**src/rtl/alu_cmd_sequencer.sv**
```systemverilog
// alu_cmd_sequencer: initiator side of the 4-bit ALU interface.
// Accepts one {opcode, A, B} command at a time and drives registered operands into
// the ALU. It waits ALU_LAT cycles, then captures the result and flags into a
// response that is held until the consumer takes it.
// Optional feature: define ALU_STICKY_FLAGS_EN to add the sticky_flags/clr_sticky
// ports. sticky_flags accumulates (ORs) every captured flag set.
module alu_cmd_sequencer #(
  parameter int WIDTH   = 4,
  parameter int OP_W    = 3,
  parameter int ALU_LAT = 1
) (
  input  logic             clk,
  input  logic             rst_n,
  input  logic             cmd_valid,
  output logic             cmd_ready,
  input  logic [OP_W-1:0]  cmd_op,
  input  logic [WIDTH-1:0] cmd_a,
  input  logic [WIDTH-1:0] cmd_b,
  input  logic             cmd_chain,
  output logic [WIDTH-1:0] alu_in1,
  output logic [WIDTH-1:0] alu_in2,
  output logic [OP_W-1:0]  alu_opcode,
  input  logic [WIDTH-1:0] alu_out,
  input  logic [3:0]       alu_flags,
  output logic             rsp_valid,
  input  logic             rsp_ready,
  output logic [WIDTH-1:0] rsp_data,
  output logic [3:0]       rsp_flags,
  output logic             busy
`ifdef ALU_STICKY_FLAGS_EN
  ,
  output logic [3:0]       sticky_flags,
  input  logic             clr_sticky
`endif
);

  // ALU_LAT is legal up to 15, so a 4-bit down-counter covers every setting.
  localparam int              CNT_W  = 4;
  localparam logic [CNT_W-1:0] LAT_M1 = CNT_W'(ALU_LAT - 1);

  typedef enum logic [1:0] {
    S_IDLE,
    S_WAIT,
    S_RESP
  } state_e;

  state_e             state_q, state_d;
  logic [CNT_W-1:0]   cnt_q, cnt_d;
  logic [WIDTH-1:0]   in1_q, in1_d;
  logic [WIDTH-1:0]   in2_q, in2_d;
  logic [OP_W-1:0]    op_q, op_d;
  logic               rsp_valid_q, rsp_valid_d;
  logic [WIDTH-1:0]   rsp_data_q, rsp_data_d;
  logic [3:0]         rsp_flags_q, rsp_flags_d;
  logic [WIDTH-1:0]   last_q, last_d;
  logic               capture;
`ifdef ALU_STICKY_FLAGS_EN
  logic [3:0]         sticky_q, sticky_d;
`endif

  // Next-state and datapath updates: accept in IDLE, count down in WAIT, hold in RESP.
  always_comb begin
    state_d     = state_q;
    cnt_d       = cnt_q;
    in1_d       = in1_q;
    in2_d       = in2_q;
    op_d        = op_q;
    rsp_valid_d = rsp_valid_q;
    rsp_data_d  = rsp_data_q;
    rsp_flags_d = rsp_flags_q;
    last_d      = last_q;
    capture     = 1'b0;
    case (state_q)
      S_IDLE: begin
        if (cmd_valid) begin
          // Chaining substitutes the last captured result for operand A.
          in1_d   = cmd_chain ? last_q : cmd_a;
          in2_d   = cmd_b;
          op_d    = cmd_op;
          cnt_d   = LAT_M1;
          state_d = S_WAIT;
        end
      end
      S_WAIT: begin
        if (cnt_q == '0) begin
          capture     = 1'b1;
          rsp_data_d  = alu_out;
          rsp_flags_d = alu_flags;
          last_d      = alu_out;
          rsp_valid_d = 1'b1;
          state_d     = S_RESP;
        end else begin
          cnt_d = cnt_q - 1'b1;
        end
      end
      S_RESP: begin
        // No bypass back to accept: cmd_ready only returns after this handshake edge.
        if (rsp_ready) begin
          rsp_valid_d = 1'b0;
          state_d     = S_IDLE;
        end
      end
      default: state_d = S_IDLE;
    endcase
  end

`ifdef ALU_STICKY_FLAGS_EN
  // Sticky flag accumulation; a capture ORs new flags in even when a clear arrives together.
  always_comb begin
    sticky_d = sticky_q;
    if (capture) begin
      sticky_d = (clr_sticky ? 4'b0000 : sticky_q) | alu_flags;
    end else if (clr_sticky) begin
      sticky_d = 4'b0000;
    end
  end
`endif

  // State register with synchronous active-low reset; a reset drops any in-flight work.
  always_ff @(posedge clk) begin
    if (!rst_n) begin
      state_q     <= S_IDLE;
      cnt_q       <= '0;
      in1_q       <= '0;
      in2_q       <= '0;
      op_q        <= '0;
      rsp_valid_q <= 1'b0;
      rsp_data_q  <= '0;
      rsp_flags_q <= '0;
      last_q      <= '0;
`ifdef ALU_STICKY_FLAGS_EN
      sticky_q    <= '0;
`endif
    end else begin
      state_q     <= state_d;
      cnt_q       <= cnt_d;
      in1_q       <= in1_d;
      in2_q       <= in2_d;
      op_q        <= op_d;
      rsp_valid_q <= rsp_valid_d;
      rsp_data_q  <= rsp_data_d;
      rsp_flags_q <= rsp_flags_d;
      last_q      <= last_d;
`ifdef ALU_STICKY_FLAGS_EN
      sticky_q    <= sticky_d;
`endif
    end
  end

  assign cmd_ready  = (state_q == S_IDLE);
  assign busy       = (state_q != S_IDLE);
  assign alu_in1    = in1_q;
  assign alu_in2    = in2_q;
  assign alu_opcode = op_q;
  assign rsp_valid  = rsp_valid_q;
  assign rsp_data   = rsp_data_q;
  assign rsp_flags  = rsp_flags_q;
`ifdef ALU_STICKY_FLAGS_EN
  assign sticky_flags = sticky_q;
`endif

endmodule

```
**config.mk**
```make
export PLATFORM = sky130hd
export DESIGN_NAME = alu_cmd_sequencer
export DESIGN_NICKNAME = d
export VERILOG_FILES = /design/src/rtl/alu_cmd_sequencer.sv
export SDC_FILE = /design/constraint.sdc
export NUM_CORES = 1
export LEC_CHECK = 0
export BUFFER_PORTS_ARGS = -buffer_cell sky130_fd_sc_hd__clkbuf_2
export CORE_MARGIN = 1.5
export CORE_UTILIZATION = 46
export CTS_CLUSTER_DIAMETER = 40
export CTS_CLUSTER_SIZE = 8
export DETAILED_ROUTE_END_ITERATION = 7
export GPL_TIMING_DRIVEN = 0
export PLACE_DENSITY_LB_ADDON = 0.2
export SLEW_MARGIN = 20
export SYNTH_ARGS = -nofsm -noshare
export SYNTH_HDL_FRONTEND = slang
export SYNTH_SLANG_ARGS = --single-unit
```
**constraint.sdc**
```tcl
create_clock -name clk -period 2.12 [get_ports clk]
set_input_delay 0.53 -clock clk [delete_from_list [all_inputs] [get_ports clk]]
set_output_delay 0.53 -clock clk [all_outputs]
set_load 0.02 [all_outputs]
```
==> results of run 1 <==
-- placed cells by master (no fill, tap or decap) --
cell       count
clkbuf_1       5
inv_1          4
nand2b_1       1
dfxtp_1       26
or2_2          1
buf_2          3
or3_1          2
nand2_1       15
nor2_1         6
clkbuf_4       3
nor3b_2        2
o211ai_1       1
and4bb_1       1
o21ai_1        1
bufinv_16      1
clkinv_1       1
or3b_1         2
a211oi_1       4
buf_1          1
nor2b_1        2
a21oi_1       19
clkbuf_2      44
nand3_1       10
nor3_1         2
mux2i_1        5
ha_1           1
or4_1          1
a22oi_1        1
nor4bb_1       1
o21bai_1       2
o21ai_0       10
-- stage by stage --
step | area (um2) | hold WS [ns]
2_1_floorplan | 1100 | 0.458
3_5_place_dp | 1350 | 0.447
6_report | 1410 | 0.395
5_1_grt | 1410 | 0.391
3_3_place_gp | 1350 | 0.441
4_1_cts | 1410 | 0.395
-- routing by layer --
| layer | GRT usage | share of wire | up-vias |
|---|---|---|---|
| met4 | 0.0570 | 0.013 | 0 |
| li1 | - | - | 550 |
| met1 | 0.276 | 0.44 | 499 |
| met5 | 0 | 0 | - |
| met3 | 0.0517 | 0.057 | 4 |
| met2 | 0.369 | 0.49 | 33 |
-- kinds of logic after synthesis --
kind of cell / count (synthesis)
AO/OA/AOI/OAI: 38
flip-flops: 26
adder cells (fa/ha/maj): 1
AND/OR/NAND/NOR: 46
multiplexers: 5
buffers and inverters: 14
-- critical path: stages, from the launching register on --
cell      delay (ns)
dfxtp_1         0.42
or2_2           0.33
inv_1           0.05
clkbuf_2        0.15
-- cell type report --
type | instances | share of cell area
multi-input cells | 90 | 0.371
flip-flops and latches | 26 | 0.370
repair buffers | 44 | 0.157
plain buffers | 9 | 0.0267
well taps | 28 | 0.0249
clock inverters | 1 | 0.0214
clock buffers | 3 | 0.0160
inverters | 5 | 0.0133
-- sequential cells by signal (all words and copies together), names as in the netlist --
register / count
alu_in1: 4
alu_in2: 4
cnt_q: 4
last_q: 4
rsp_flags: 4
alu_opcode: 3
state_q: 2
rsp_valid: 1
-- power groups by stage --
stage          registers, uW  logic (uW)  clock network [uW]
2_1_floorplan            662         250                   0
3_3_place_gp             606         434                   0
3_5_place_dp             611         446                   0
4_1_cts                  600         448                 347
5_1_grt                  610         497                 370
6_report                 600         448                 345
-- worst paths after layout --
kind                                 start          to  slack (ns)  cells after the start
worst max-delay path            state_q[1]   cmd_ready        0.30                      3
worst min-delay path              cmd_b[0]  alu_in2[0]        0.39                      3
worst max register to register    cnt_q[0]   last_q[2]        0.50                      6
worst min register to register  alu_in2[0]  alu_in2[0]        0.47                      2
==> metrics, run 1 <==
status=completed; clock root cell=clkbuf_4; Core Util, Final=0.630; Yosys cell types=28; worst slew pin tran=0.672 ns; initial antenna violation count=0; largest family of logic cells by synthesized area=simple AND/OR/NAND/NOR gates; simple-gate share of the synthesized area=0.227; clock share of power=0.248; Max Slew Vio Count=0; Post-synth ARST share=0; clock skew=0.0122 ns; #FFs+latches synth=26; Clock Path Buffers=2; setup bufs post-CTS=0; Synth top area share=0.474; worst vdd ir=801 uV; Mean Syn Cell Area=8.45 um2; CTS H-tree depth=1; Sum Neg Setup Slack=0 ns; Compound-Gate Fraction of Synth Area=0.191; Tot Pwr=1390 uW; drt initial violations=24; Post-Synth Adder-Cell Area=0.0114; sequential share of power=0.431; n_diodes=0; die area=2690 um2; cell area power density=991 nW/um2; Die X=51.9 um; GP Congestion=0.752; Antenna Nets Post-Route=0; Yosys top cell by area=dfxtp_1; worst setup path class=register to output pin; Cell Rows=17; Num Clock Sinks=26; Post-synth top flop=dfxtp_1; first-pass GRT wire length=4350 um; Final Setup Violations=0; max_cap viols=0; vias=1086; DP Cell Count=202; Net Sw Frac=0.346; TritonCTS buffer count=3; DR WL/cell=12.9 um; # DRC=0; Final WS setup=0.301 ns; Via-to-Cell Ratio=5.27; HP Class=primary input to register; Final period util=0.858; Placement Setup Slack=0.542 ns; Post-synth EDFFs=0; Leak=0.000630 uW; detailed-placement wirelength estimate=1970 um; IO Port Bufs=44; most frequent cell after synthesis=dfxtp_1; Layout area overhead=28.0%; Clock Latency Late Sink=0.33 ns; RSZ-0062 raised after global routing=false; Post-Syn Area=1100 um2; hold buffers post-CTS=0; syn_nets=155; Clk pin slew, worst setup/hold paths=0.15 ns; NumNets Final=204; Post-Synth XOR/XNOR Area=0; min Tclk post-route=1.82 ns; NetSw=482 uW; synth cell count leaders=dfxtp_1 (26), a21oi_1 (19), nand2_1 (15); # fillers=213; vias in the first global route=929; Register Area=520 um2; Worst Path Arrival=1.29 ns; TritonCTS clock tree=built; YS warnings=0; # IOs=46; ratio of cells with drive above 1 in the final layout=0.303; Max-slew headroom=0.550; Synth Instances=130; Initial Util=0.492; Global Route Usage Sum=0.218; Die Height=51.9 um; grt ovf=0; DRT Pass-1 Iters=4; core area=2230 um2; Worst Setup End Kind=output pin; Critical Path Start Type=register; Synth area leaders=dfxtp_1 (47%), a21oi_1 (8.7%), nand2_1 (5.1%), mux2i_1 (4.6%), nand3_1 (4.6%); Worst Path Max Fanout=9; sequential cell area fraction in the yosys report=0.474; critical path data required time=1.59 ns; Finished Layout Cells=206; Total Wirelength=2670 um; Final Hold Viols=0; Comb power frac=0.321; cts repair resizes=0; f_max=550 MHz; largest net degree at the start of global routing=16; Cell Int Power=911 uW; Multi-input gate area=522 um2; post-synthesis mux area share=0.0456
(Power assumes the default switching activity.)
==> run 2, diff against run 1 <==
--- a/config.mk
+++ b/config.mk
@@ -7,7 +7,8 @@
 export LEC_CHECK = 0
 export BUFFER_PORTS_ARGS = -buffer_cell sky130_fd_sc_hd__clkbuf_2
 export CORE_MARGIN = 1.5
-export CORE_UTILIZATION = 46
+export CORE_UTILIZATION = 48
+export CTS_BUF_LIST = sky130_fd_sc_hd__clkbuf_8
 export CTS_CLUSTER_DIAMETER = 40
 export CTS_CLUSTER_SIZE = 8
 export DETAILED_ROUTE_END_ITERATION = 7
==> run 2 against run 1 <==
- largest power group unchanged
- clock skew decreased by 0.0095 ns
- global-route usage about the same
- critical path type unchanged
- sequential share of layout area down 0.49 points
- design area is 1.3% higher
- critical path depth up 1
- die area shrank 3.9%
- total power increased by 4.4%
- register-to-register slack about the same
- combinational power is essentially flat
- critical endpoint unchanged
==> metrics, run 2 (synthesized netlist as in run 1, its figures left out) <==
Final period util=0.833; Final Cell Area=1430 um2; Antenna Nets Post-Route=0; max_cap viols=0; critical path data required time=1.59 ns; Leak=0.000637 uW; core area=2190 um2; vias in the first global route=986; Worst Setup End Kind=output pin; Comb power frac=0.307; DRT Pass-1 Iters=4; Net Sw Frac=0.331; crit path launch=state_q[0]; clock skew=0.00268 ns; HP Class=register to register; Clock Path Buffers=2; # IOs=46; clock root cell=clkbuf_8; DR WL/cell=12.5 um; most common cell after layout, fill and taps aside=clkbuf_2; Layout area overhead=29.7%; Die X=50.8 um; RSZ-0062 raised after global routing=false; worst r2r dst=last_q[1]; Cell Int Power=972 uW; TritonCTS buffer count=3; CTS H-tree depth=1; initial antenna violation count=0; r2r setup slk=0.50 ns; worst hold stages=2; Final Hold Viols=0; Num Clock Sinks=26; grt met2 use=0.366; R2R depth=6; hold buffers post-CTS=0; status=completed; Sum Neg Setup Slack=0 ns; GP Congestion=0.736; grt ovf=0; GR peak layer=met2; n_diodes=0; IO Port Bufs=44; min Tclk post-route=1.77 ns; Worst Path Arrival=1.24 ns; hold_ws=0.459 ns; M1 GR Usage=0.278; Post-DP Area=1350 um2; Total Wirelength=2570 um; HP Start=alu_in2[1]; worst vdd ir=637 uV; die area=2580 um2; Max-slew headroom=0.581; setup bufs post-CTS=0; Max Slew Vio Count=0; clock share of power=0.281; first-pass GRT wire length=4250 um; worst slew pin tran=0.626 ns; Global Route Usage Sum=0.218; largest net degree at the start of global routing=16; Clock Latency Late Sink=0.27 ns; sequential share of power=0.411; Via-to-Cell Ratio=5.25; Critical Path Start Type=register; met3 GRT Util=0.0439; f_max=566 MHz; drt initial violations=17; Worst Path Max Fanout=10; cts repair resizes=0; Final Setup Violations=0; NumNets Final=204; cell area power density=1020 nW/um2; TritonCTS clock tree=built; vias=1082; Cell Rows=17; Initial Util=0.501; Die Height=50.8 um; worst setup path class=register to output pin; NetSw=482 uW; Reg-to-Reg Start=cnt_q[0]; # DRC=0; WHS Endpoint=alu_in2[1]; detailed-placement wirelength estimate=1890 um; Clk pin slew, worst setup/hold paths=0.09 ns; ratio of cells with drive above 1 in the final layout=0.303; commonest non-fill, non-tap cells in the layout=clkbuf_2 (44), dfxtp_1 (26), a21oi_1 (19), nand2_1 (15)
run 2: cell counts in the layout (fill, tap and decap cells not counted):
No cell type changed its count.
run 2: power by group through the flow:
| stage | Sequential (uW) | Clock (uW) | Combinational, uW |
|---|---|---|---|
| after global routing | 606 | 434 | 501 |
| after detailed placement | 609 | 0 | 447 |
| final | 598 | 409 | 447 |
| after CTS | 598 | 414 | 450 |
| after global placement | 606 | 0 | 434 |
| after floorplan | 662 | 0 | 250 |
run 2: stage by stage:
step                      instances  power, uW   util  setup slack (ns)
after floorplan                 130        912      -             0.645
after global placement          202       1040  0.618             0.560
after detailed placement        202       1060  0.618             0.519
after CTS                       206       1460  0.650             0.349
after global routing            206       1540  0.650             0.290
final                           206       1450  0.650             0.354
run 2: worst max-delay path: stages, from the launching register on:
cell and delay (ns):
dfxtp_1 0.30, buf_2 0.16, or2_2 0.29, inv_1 0.05, clkbuf_2 0.15
run 2: routing by layer:
layer / wire length (um) / up-vias
met5: 0 / -
met4: 36 / 0
met3: 120 / 6
met2: 1230 / 32
met1: 1180 / 493
li1: - / 551
run 2: worst max-delay path by stage:
stage                     slack [ns]          to
after global routing            0.29   cmd_ready
after detailed placement        0.52  alu_in2[0]
after global placement          0.56    cnt_q[1]
after floorplan                 0.65    cnt_q[1]
after CTS                       0.35   cmd_ready
final                           0.35   cmd_ready
run 2: cell type report:
cell class / instances / area [um2]
fillers: 200 / 766
multi-input cells: 90 / 522
flip-flops and latches: 26 / 520
repair buffers: 44 / 220
clock buffers: 3 / 41.3
plain buffers: 9 / 37.5
well taps: 28 / 35.0
clock inverters: 1 / 30.0
inverters: 5 / 18.8
